File: src/rtl/uart_pkg.sv
// Shared types, frame layout constants and small helpers for the UART
// receive path. The frame is held LSB-first as {stop, parity, data, start}.
package uart_pkg;

  typedef enum logic [2:0] {
    IDLE   = 3'd0,
    START  = 3'd1,
    DATA   = 3'd2,
    PARITY = 3'd3,
    STOP   = 3'd4
  } uart_rx_state_e;

  localparam int FRAME_W    = 11;
  localparam int DATA_W     = 8;
  localparam int START_IDX  = 0;
  localparam int PARITY_IDX = 9;
  localparam int STOP_IDX   = 10;

  // Value presented on the parallel frame when nothing has been received:
  // start bit low, everything else at line-idle level.
  localparam logic [FRAME_W-1:0] IDLE_FRAME = 11'h7FE;

  // High when data XOR parity does not match the configured sense
  // (odd = 0 expects an even number of ones over data plus parity).
  function automatic logic parity_mismatch(input logic [FRAME_W-1:0] frame,
                                           input logic               odd);
    logic sum;
    sum = (^frame[PARITY_IDX-1:START_IDX+1]) ^ frame[PARITY_IDX];
    return (sum != odd);
  endfunction

  // Two-of-three vote used when the line is sampled three times per bit.
  function automatic logic majority3(input logic a, input logic b, input logic c);
    return (a & b) | (a & c) | (b & c);
  endfunction

endpackage

File: src/rtl/uart_baud_tick.sv
// Bit-period timer for the UART receiver. Produces a strobe on the last
// count of a half-bit (half_sel = 1) or full-bit (half_sel = 0) period and
// a pre-strobe one cycle earlier. The counter wraps to zero on every strobe
// so consecutive periods chain without drift; clr holds it at zero.
module uart_baud_tick #(
  parameter int CLKS_PER_BIT = 434
) (
  input  logic clk,
  input  logic reset_n,
  input  logic clr,
  input  logic half_sel,
  output logic pre_tick,
  output logic tick
);

  localparam int CNT_W     = $clog2(CLKS_PER_BIT);
  localparam int HALF_LAST = (CLKS_PER_BIT / 2) - 1;
  localparam int FULL_LAST = CLKS_PER_BIT - 1;

  logic [CNT_W-1:0] cnt_r;
  logic [CNT_W-1:0] last_s;

  // Select the terminal count for the current period and decode strobes.
  always_comb begin
    last_s = CNT_W'(FULL_LAST);
    if (half_sel) begin
      last_s = CNT_W'(HALF_LAST);
    end else begin
      last_s = CNT_W'(FULL_LAST);
    end
    tick     = (cnt_r == last_s);
    pre_tick = (cnt_r == (last_s - CNT_W'(1)));
  end

  // Period counter: cleared while idle, wraps on each sample strobe.
  always_ff @(posedge clk) begin
    if (!reset_n) begin
      cnt_r <= '0;
    end else if (clr) begin
      cnt_r <= '0;
    end else if (tick) begin
      cnt_r <= '0;
    end else begin
      cnt_r <= cnt_r + CNT_W'(1);
    end
  end

endmodule

File: src/rtl/uart_rx_ctrl.sv
// UART receive sequencer: synchronizes the serial line, detects the start
// bit, samples 8 data bits, parity and stop at mid-bit and publishes the
// 11-bit frame {stop, parity, data, start} with a valid/ack handshake plus
// parity, framing and sticky overrun status.
// Build option: define UART_RX_MAJORITY_EN to take each bit as the 2-of-3
// vote of samples at mid-1, mid and mid+1 (decision one cycle later).
module uart_rx_ctrl
  import uart_pkg::*;
#(
  parameter int CLKS_PER_BIT = 434,
  parameter bit PARITY_ODD   = 1'b0
) (
  input  logic                 clk,
  input  logic                 reset_n,
  input  logic                 rx_serial,
  input  logic                 frame_ack,
  output logic [FRAME_W-1:0]   data_parll,
  output logic                 frame_valid,
  output logic                 rx_busy,
  output logic                 parity_err,
  output logic                 frame_err,
  output logic                 overrun_err
);

  uart_rx_state_e     state_r;
  uart_rx_state_e     state_next;
  logic [2:0]         bit_cnt_r;
  logic [2:0]         bit_cnt_next;
  logic [FRAME_W-1:0] shift_r;
  logic               sync_meta_r;
  logic               rx_s;
  logic               pub_r;

  logic               clr_s;
  logic               half_sel_s;
  logic               pre_tick_s;
  logic               tick_s;
  logic               sample_valid_s;
  logic               sample_bit_s;
  logic               shift_en_s;
  logic               stop_done_s;

  uart_baud_tick #(
    .CLKS_PER_BIT (CLKS_PER_BIT)
  ) u_baud (
    .clk      (clk),
    .reset_n  (reset_n),
    .clr      (clr_s),
    .half_sel (half_sel_s),
    .pre_tick (pre_tick_s),
    .tick     (tick_s)
  );

  // Two-flop synchronizer for the asynchronous line; idles high.
  always_ff @(posedge clk) begin
    if (!reset_n) begin
      sync_meta_r <= 1'b1;
      rx_s        <= 1'b1;
    end else begin
      sync_meta_r <= rx_serial;
      rx_s        <= sync_meta_r;
    end
  end

`ifdef UART_RX_MAJORITY_EN
  logic maj_early_r;
  logic maj_mid_r;
  logic decide_r;

  // Capture the samples either side of mid-bit; vote the cycle after mid.
  always_ff @(posedge clk) begin
    if (!reset_n) begin
      maj_early_r <= 1'b1;
      maj_mid_r   <= 1'b1;
      decide_r    <= 1'b0;
    end else begin
      if (pre_tick_s) begin
        maj_early_r <= rx_s;
      end else begin
        maj_early_r <= maj_early_r;
      end
      if (tick_s) begin
        maj_mid_r <= rx_s;
      end else begin
        maj_mid_r <= maj_mid_r;
      end
      decide_r <= tick_s && (state_r != IDLE);
    end
  end

  // Bit decision is the vote of mid-1, mid and the current (mid+1) sample.
  always_comb begin
    sample_valid_s = decide_r;
    sample_bit_s   = majority3(maj_early_r, maj_mid_r, rx_s);
  end
`else
  logic unused_pre_tick_s;
  assign unused_pre_tick_s = pre_tick_s;

  // Bit decision is the single synchronized sample at mid-bit.
  always_comb begin
    sample_valid_s = tick_s;
    sample_bit_s   = rx_s;
  end
`endif

  // Receive FSM: next state, bit counting and shift/publish strobes.
  always_comb begin
    state_next   = state_r;
    bit_cnt_next = bit_cnt_r;
    clr_s        = 1'b0;
    half_sel_s   = 1'b0;
    shift_en_s   = 1'b0;
    stop_done_s  = 1'b0;
    case (state_r)
      IDLE: begin
        clr_s = 1'b1;
        if (!rx_s) begin
          state_next = START;
        end else begin
          state_next = IDLE;
        end
      end
      START: begin
        half_sel_s = 1'b1;
        if (sample_valid_s) begin
          if (sample_bit_s) begin
            // Line back high at mid start bit: treat as a glitch.
            state_next = IDLE;
          end else begin
            shift_en_s   = 1'b1;
            bit_cnt_next = 3'd0;
            state_next   = DATA;
          end
        end else begin
          state_next = START;
        end
      end
      DATA: begin
        if (sample_valid_s) begin
          shift_en_s = 1'b1;
          if (bit_cnt_r == 3'(DATA_W - 1)) begin
            bit_cnt_next = 3'd0;
            state_next   = PARITY;
          end else begin
            bit_cnt_next = bit_cnt_r + 3'd1;
            state_next   = DATA;
          end
        end else begin
          state_next = DATA;
        end
      end
      PARITY: begin
        if (sample_valid_s) begin
          shift_en_s = 1'b1;
          state_next = STOP;
        end else begin
          state_next = PARITY;
        end
      end
      STOP: begin
        if (sample_valid_s) begin
          // Back to IDLE on the stop sample so a new start can follow at once.
          shift_en_s  = 1'b1;
          stop_done_s = 1'b1;
          state_next  = IDLE;
        end else begin
          state_next = STOP;
        end
      end
      default: begin
        state_next   = IDLE;
        bit_cnt_next = 3'd0;
      end
    endcase
  end

  // State, bit counter and registered busy flag.
  always_ff @(posedge clk) begin
    if (!reset_n) begin
      state_r   <= IDLE;
      bit_cnt_r <= 3'd0;
      rx_busy   <= 1'b0;
    end else begin
      state_r   <= state_next;
      bit_cnt_r <= bit_cnt_next;
      rx_busy   <= (state_next != IDLE);
    end
  end

  // Shift register: bits enter at the top so the start bit ends at bit 0.
  always_ff @(posedge clk) begin
    if (!reset_n) begin
      shift_r <= IDLE_FRAME;
    end else if (shift_en_s) begin
      shift_r <= {sample_bit_s, shift_r[FRAME_W-1:1]};
    end else begin
      shift_r <= shift_r;
    end
  end

  // One-cycle delay from stop sample to publish.
  always_ff @(posedge clk) begin
    if (!reset_n) begin
      pub_r <= 1'b0;
    end else begin
      pub_r <= stop_done_s;
    end
  end

  // Output holding register with valid/ack handshake and overrun tracking.
  always_ff @(posedge clk) begin
    if (!reset_n) begin
      data_parll  <= IDLE_FRAME;
      frame_valid <= 1'b0;
      parity_err  <= 1'b0;
      frame_err   <= 1'b0;
      overrun_err <= 1'b0;
    end else if (pub_r) begin
      data_parll  <= shift_r;
      parity_err  <= parity_mismatch(shift_r, PARITY_ODD);
      frame_err   <= ~shift_r[STOP_IDX];
      frame_valid <= 1'b1;
      if (frame_valid && !frame_ack) begin
        overrun_err <= 1'b1;
      end else begin
        overrun_err <= overrun_err;
      end
    end else if (frame_valid && frame_ack) begin
      frame_valid <= 1'b0;
      overrun_err <= 1'b0;
    end else begin
      data_parll  <= data_parll;
      frame_valid <= frame_valid;
      parity_err  <= parity_err;
      frame_err   <= frame_err;
      overrun_err <= overrun_err;
    end
  end

endmodule

File: config.mk
export PLATFORM = sky130hd
export DESIGN_NAME = uart_rx_ctrl
export DESIGN_NICKNAME = d
export VERILOG_FILES = /design/src/rtl/uart_pkg.sv /design/src/rtl/uart_baud_tick.sv /design/src/rtl/uart_rx_ctrl.sv
export SDC_FILE = /design/constraint.sdc
export NUM_CORES = 1
export LEC_CHECK = 0
export ABC_AREA = 1
export BUFFER_PORTS_ARGS = -buffer_cell sky130_fd_sc_hd__buf_2
export CORE_MARGIN = 10
export CORE_UTILIZATION = 40
export DETAILED_ROUTE_END_ITERATION = 16
export PLACE_DENSITY = 0.71
export SLEW_MARGIN = 10
export SYNTH_ARGS = -nofsm -noshare
export SYNTH_HDL_FRONTEND = slang
export SYNTH_HIERARCHICAL = 1
export SYNTH_SLANG_ARGS = --single-unit
File: constraint.sdc
create_clock -name clk -period 2 [get_ports clk]
set_input_delay 0.6 -clock clk [delete_from_list [all_inputs] [get_ports clk]]
set_output_delay 0.6 -clock clk [all_outputs]
set_load 0.02 [all_outputs]
==> out/qor.csv <==
stage,metric,value,unit
place,post-placement cell area,2250,sq um
critical_path,critical path type,reg2reg,
detailed_routing,initial drt markers,60,
sta,worst clock skew,0.0118,ns
global_route,Most Crowded Layer GR,met2,
sta,fin crit share,91.9,%
critical_path,CP max FO,6,
detailed_routing,Final ANT Viol Nets,0,
sta,Setup-failing EPs final,0,
critical_path,CP endpoint,bit_cnt_r[2]$_SDFFE_PN0P_,
global_route,largest net degree at the start of global routing,24,
layout,Final Util,49.9,%
synth,synthesized area per cell,7.42,sq um
die,# IOs,20,
critical_path,capture point of the worst reg-to-reg path,bit_cnt_r[2]$_SDFFE_PN0P_,
layout,share of cells above drive strength 1,22.8,%
clock_tree,Max Root-Sink Buffers,2,
die,CORE AREA,4820,sq um
clock_tree,Clock Latency Late Sink,0.31,ns
clock_tree,Num CTS Buffers,5,
place,placed insts,362,
clock_tree,CTS Sinks,45,
critical_path,CP Launch Type,flip-flop,
status,status,completed,
place,Final Wtd Congestion,0.823,
flow_run,max cap viols,0,
sta,max-slew violation count,0,
detailed_routing,via count,1695,
critical_path,CP arrival,2.02,ns
layout,synthesis-to-finish area growth,18.6,%
sta,"Hold Violations, Final",0,
global_route,met1 Track Usage GR,11.2,%
layout,final instance area,2400,sq um
critical_path,Worst Setup SP,state_r[2]$_SDFF_PN0_,
layout,ant diodes,0,
die,Die ar.,8310,sq um
critical_path,flop2flop setup slack,0.16,ns
global_route,GRT Total Usage,9.51,%
pwr,VDD IR max,0.000458,V
die,die width,91.2,um
sta,Fmax,0.544,GHz
pwr,total power,0.00155,W
layout,nets,313,
detailed_routing,WL final,3790,um
synth,Syn Std Cell Area,2030,sq um
die,FP Rows,25,
global_route,first-pass GRT wire length,6710,um
synth,post-synthesis cell count,273,
sta,Setup TNS,0,ns
place,hpwl dp,2760,um
global_route,initial antenna violation count,0,
global_route,GRT Residual Overflow,0,
critical_path,crit end category,flip-flop,
synth,syn nets,280,
detailed_routing,Pre-antenna DRT Iters,4,
pwr,PD cells,646,nW/um^2
place,Port-buffer cells,19,
min_path,Hold Path Class,reg2reg,
clock_tree,TritonCTS clock tree,yes,
sta,RSZ-0062 raised after global routing,yes,
detailed_routing,Post-route DRC,0,
critical_path,Reg-to-Reg Start,state_r[2]$_SDFF_PN0_,
die,Die Ht,91.2,um
detailed_routing,Routed WL per cell,10.1,um
min_path,hold path depth,1,
clock_tree,clock-pin slew on the worst setup and hold paths,0.09,ns
pwr,Pleak,1.14,nW
critical_path,WP data required,2.19,ns
clock_tree,clock root cell,clkbuf_8,
detailed_routing,Vias/cell,4.53,
die,starting density of the core,42.1,%
sta,Slew headroom,72.9,%
synth,Yosys warning count,6,
global_route,GR Util met2,15.4,%
critical_path,Worst Reg-to-Reg Cells,15,
global_route,vias in the first global route,1557,
layout,final std cells w/o fill,374,
global_route,met3 usage,3.54,%
sta,Worst Max-Slew Pin Slew,0.405,ns
clock_tree,H-Tree Depth,2,
sta,fin crit period,1.84,ns
layout,fillers,504,
-- stage by stage --
step | hold WS [ns] | setup slack (ns)
global placement | 0.394 | 0.0916
finish | 0.425 | 0.162
CTS | 0.424 | 0.00460
global route | 0.446 | -0.0205
detailed placement | 0.397 | 0.0179
floorplan | 0.393 | 0.0232
-- layout by cell type, fill, tap and decap left out, types with 2 or more instances in the layout --
| cell | count |
|---|---|
| nand2_1 | 79 |
| dfxtp_1 | 43 |
| inv_1 | 27 |
| nor2_1 | 27 |
| buf_2 | 19 |
| nand3_1 | 12 |
| buf_4 | 11 |
| a21oi_1 | 10 |
| inv_2 | 7 |
| o21ai_1 | 7 |
| xor2_1 | 7 |
| o21ai_0 | 6 |
| o211ai_1 | 6 |
| nand2_2 | 5 |
| clkbuf_8 | 5 |
| nand3_2 | 4 |
| xnor2_1 | 3 |
| ha_1 | 3 |
| nor3_1 | 2 |
| nor2_2 | 2 |
| nand2_4 | 2 |
| a211oi_1 | 2 |
| o211ai_2 | 2 |
| or2_2 | 2 |
-- power breakdown --
part	internal, W	total [W]	switching (W)	leakage (nW)
Combinational	0.0000241	0.0000625	0.0000384	0.730
Clock	0.000252	0.000584	0.000331	0.0447
Sequential	0.000902	0.000907	0.00000510	0.366
-- state kept, by name, indices dropped and copies added (netlist names) --
signal,count
data_parll,11
frame_err,1
parity_err,1
state_r,3
overrun_err,1
frame_valid,1
sync_meta_r,1
rx_s,1
bit_cnt_r,3
rx_busy,1
u_baud/cnt_r,9
pub_r,1
shift_r,11
-- metal layers --
metal  share of wire (%)  vias up
met3                 5.5        3
met5                   0        -
li1                    -      926
met1                  48      737
met2                  46       29
met4                0.79        0
-- how the worst min path moves through the flow --
stage,endpoint,startpoint
5_1_grt,rx_s$_SDFF_PN1_,sync_meta_r$_SDFF_PN1_
6_report,rx_s$_SDFF_PN1_,sync_meta_r$_SDFF_PN1_
3_3_place_gp,rx_s$_SDFF_PN1_,sync_meta_r$_SDFF_PN1_
3_5_place_dp,rx_s$_SDFF_PN1_,sync_meta_r$_SDFF_PN1_
2_1_floorplan,rx_s$_SDFF_PN1_,sync_meta_r$_SDFF_PN1_
4_1_cts,rx_s$_SDFF_PN1_,sync_meta_r$_SDFF_PN1_
-- timing repair --
item                       4_1_cts  5_1_grt
buffers inserted                 0        4
resized for setup                0       10
hold buffers                     0        0
setup endpoints to repair        0       15
-- area by class of cell --
type | instances | area (sq um) | share of cell area, %
inverters | 35 | 131 | 5.46
well taps | 67 | 83.8 | 3.49
repair buffers | 32 | 209 | 8.69
clock inverters | 3 | 25.0 | 1.04
flip-flops and latches | 45 | 906 | 37.7
clock buffers | 5 | 68.8 | 2.86
multi-input cells | 187 | 981 | 40.8
-- worst max-delay path, stage by stage (launching register included) --
cell and delay (ns):
dfxtp_2 0.33, inv_2 0.07, nand3_2 0.09, inv_2 0.10
inv_2 0.05, nand2_1 0.05, nand3_1 0.07, nor2_1 0.11
nand2_2 0.09, inv_2 0.07, buf_6 0.11, a31oi_4 0.09
nor3_4 0.27, nand2_1 0.08, o21ai_1 0.08, nor2_1 0.05
No activity file was read; power rests on OpenSTA's default activity.
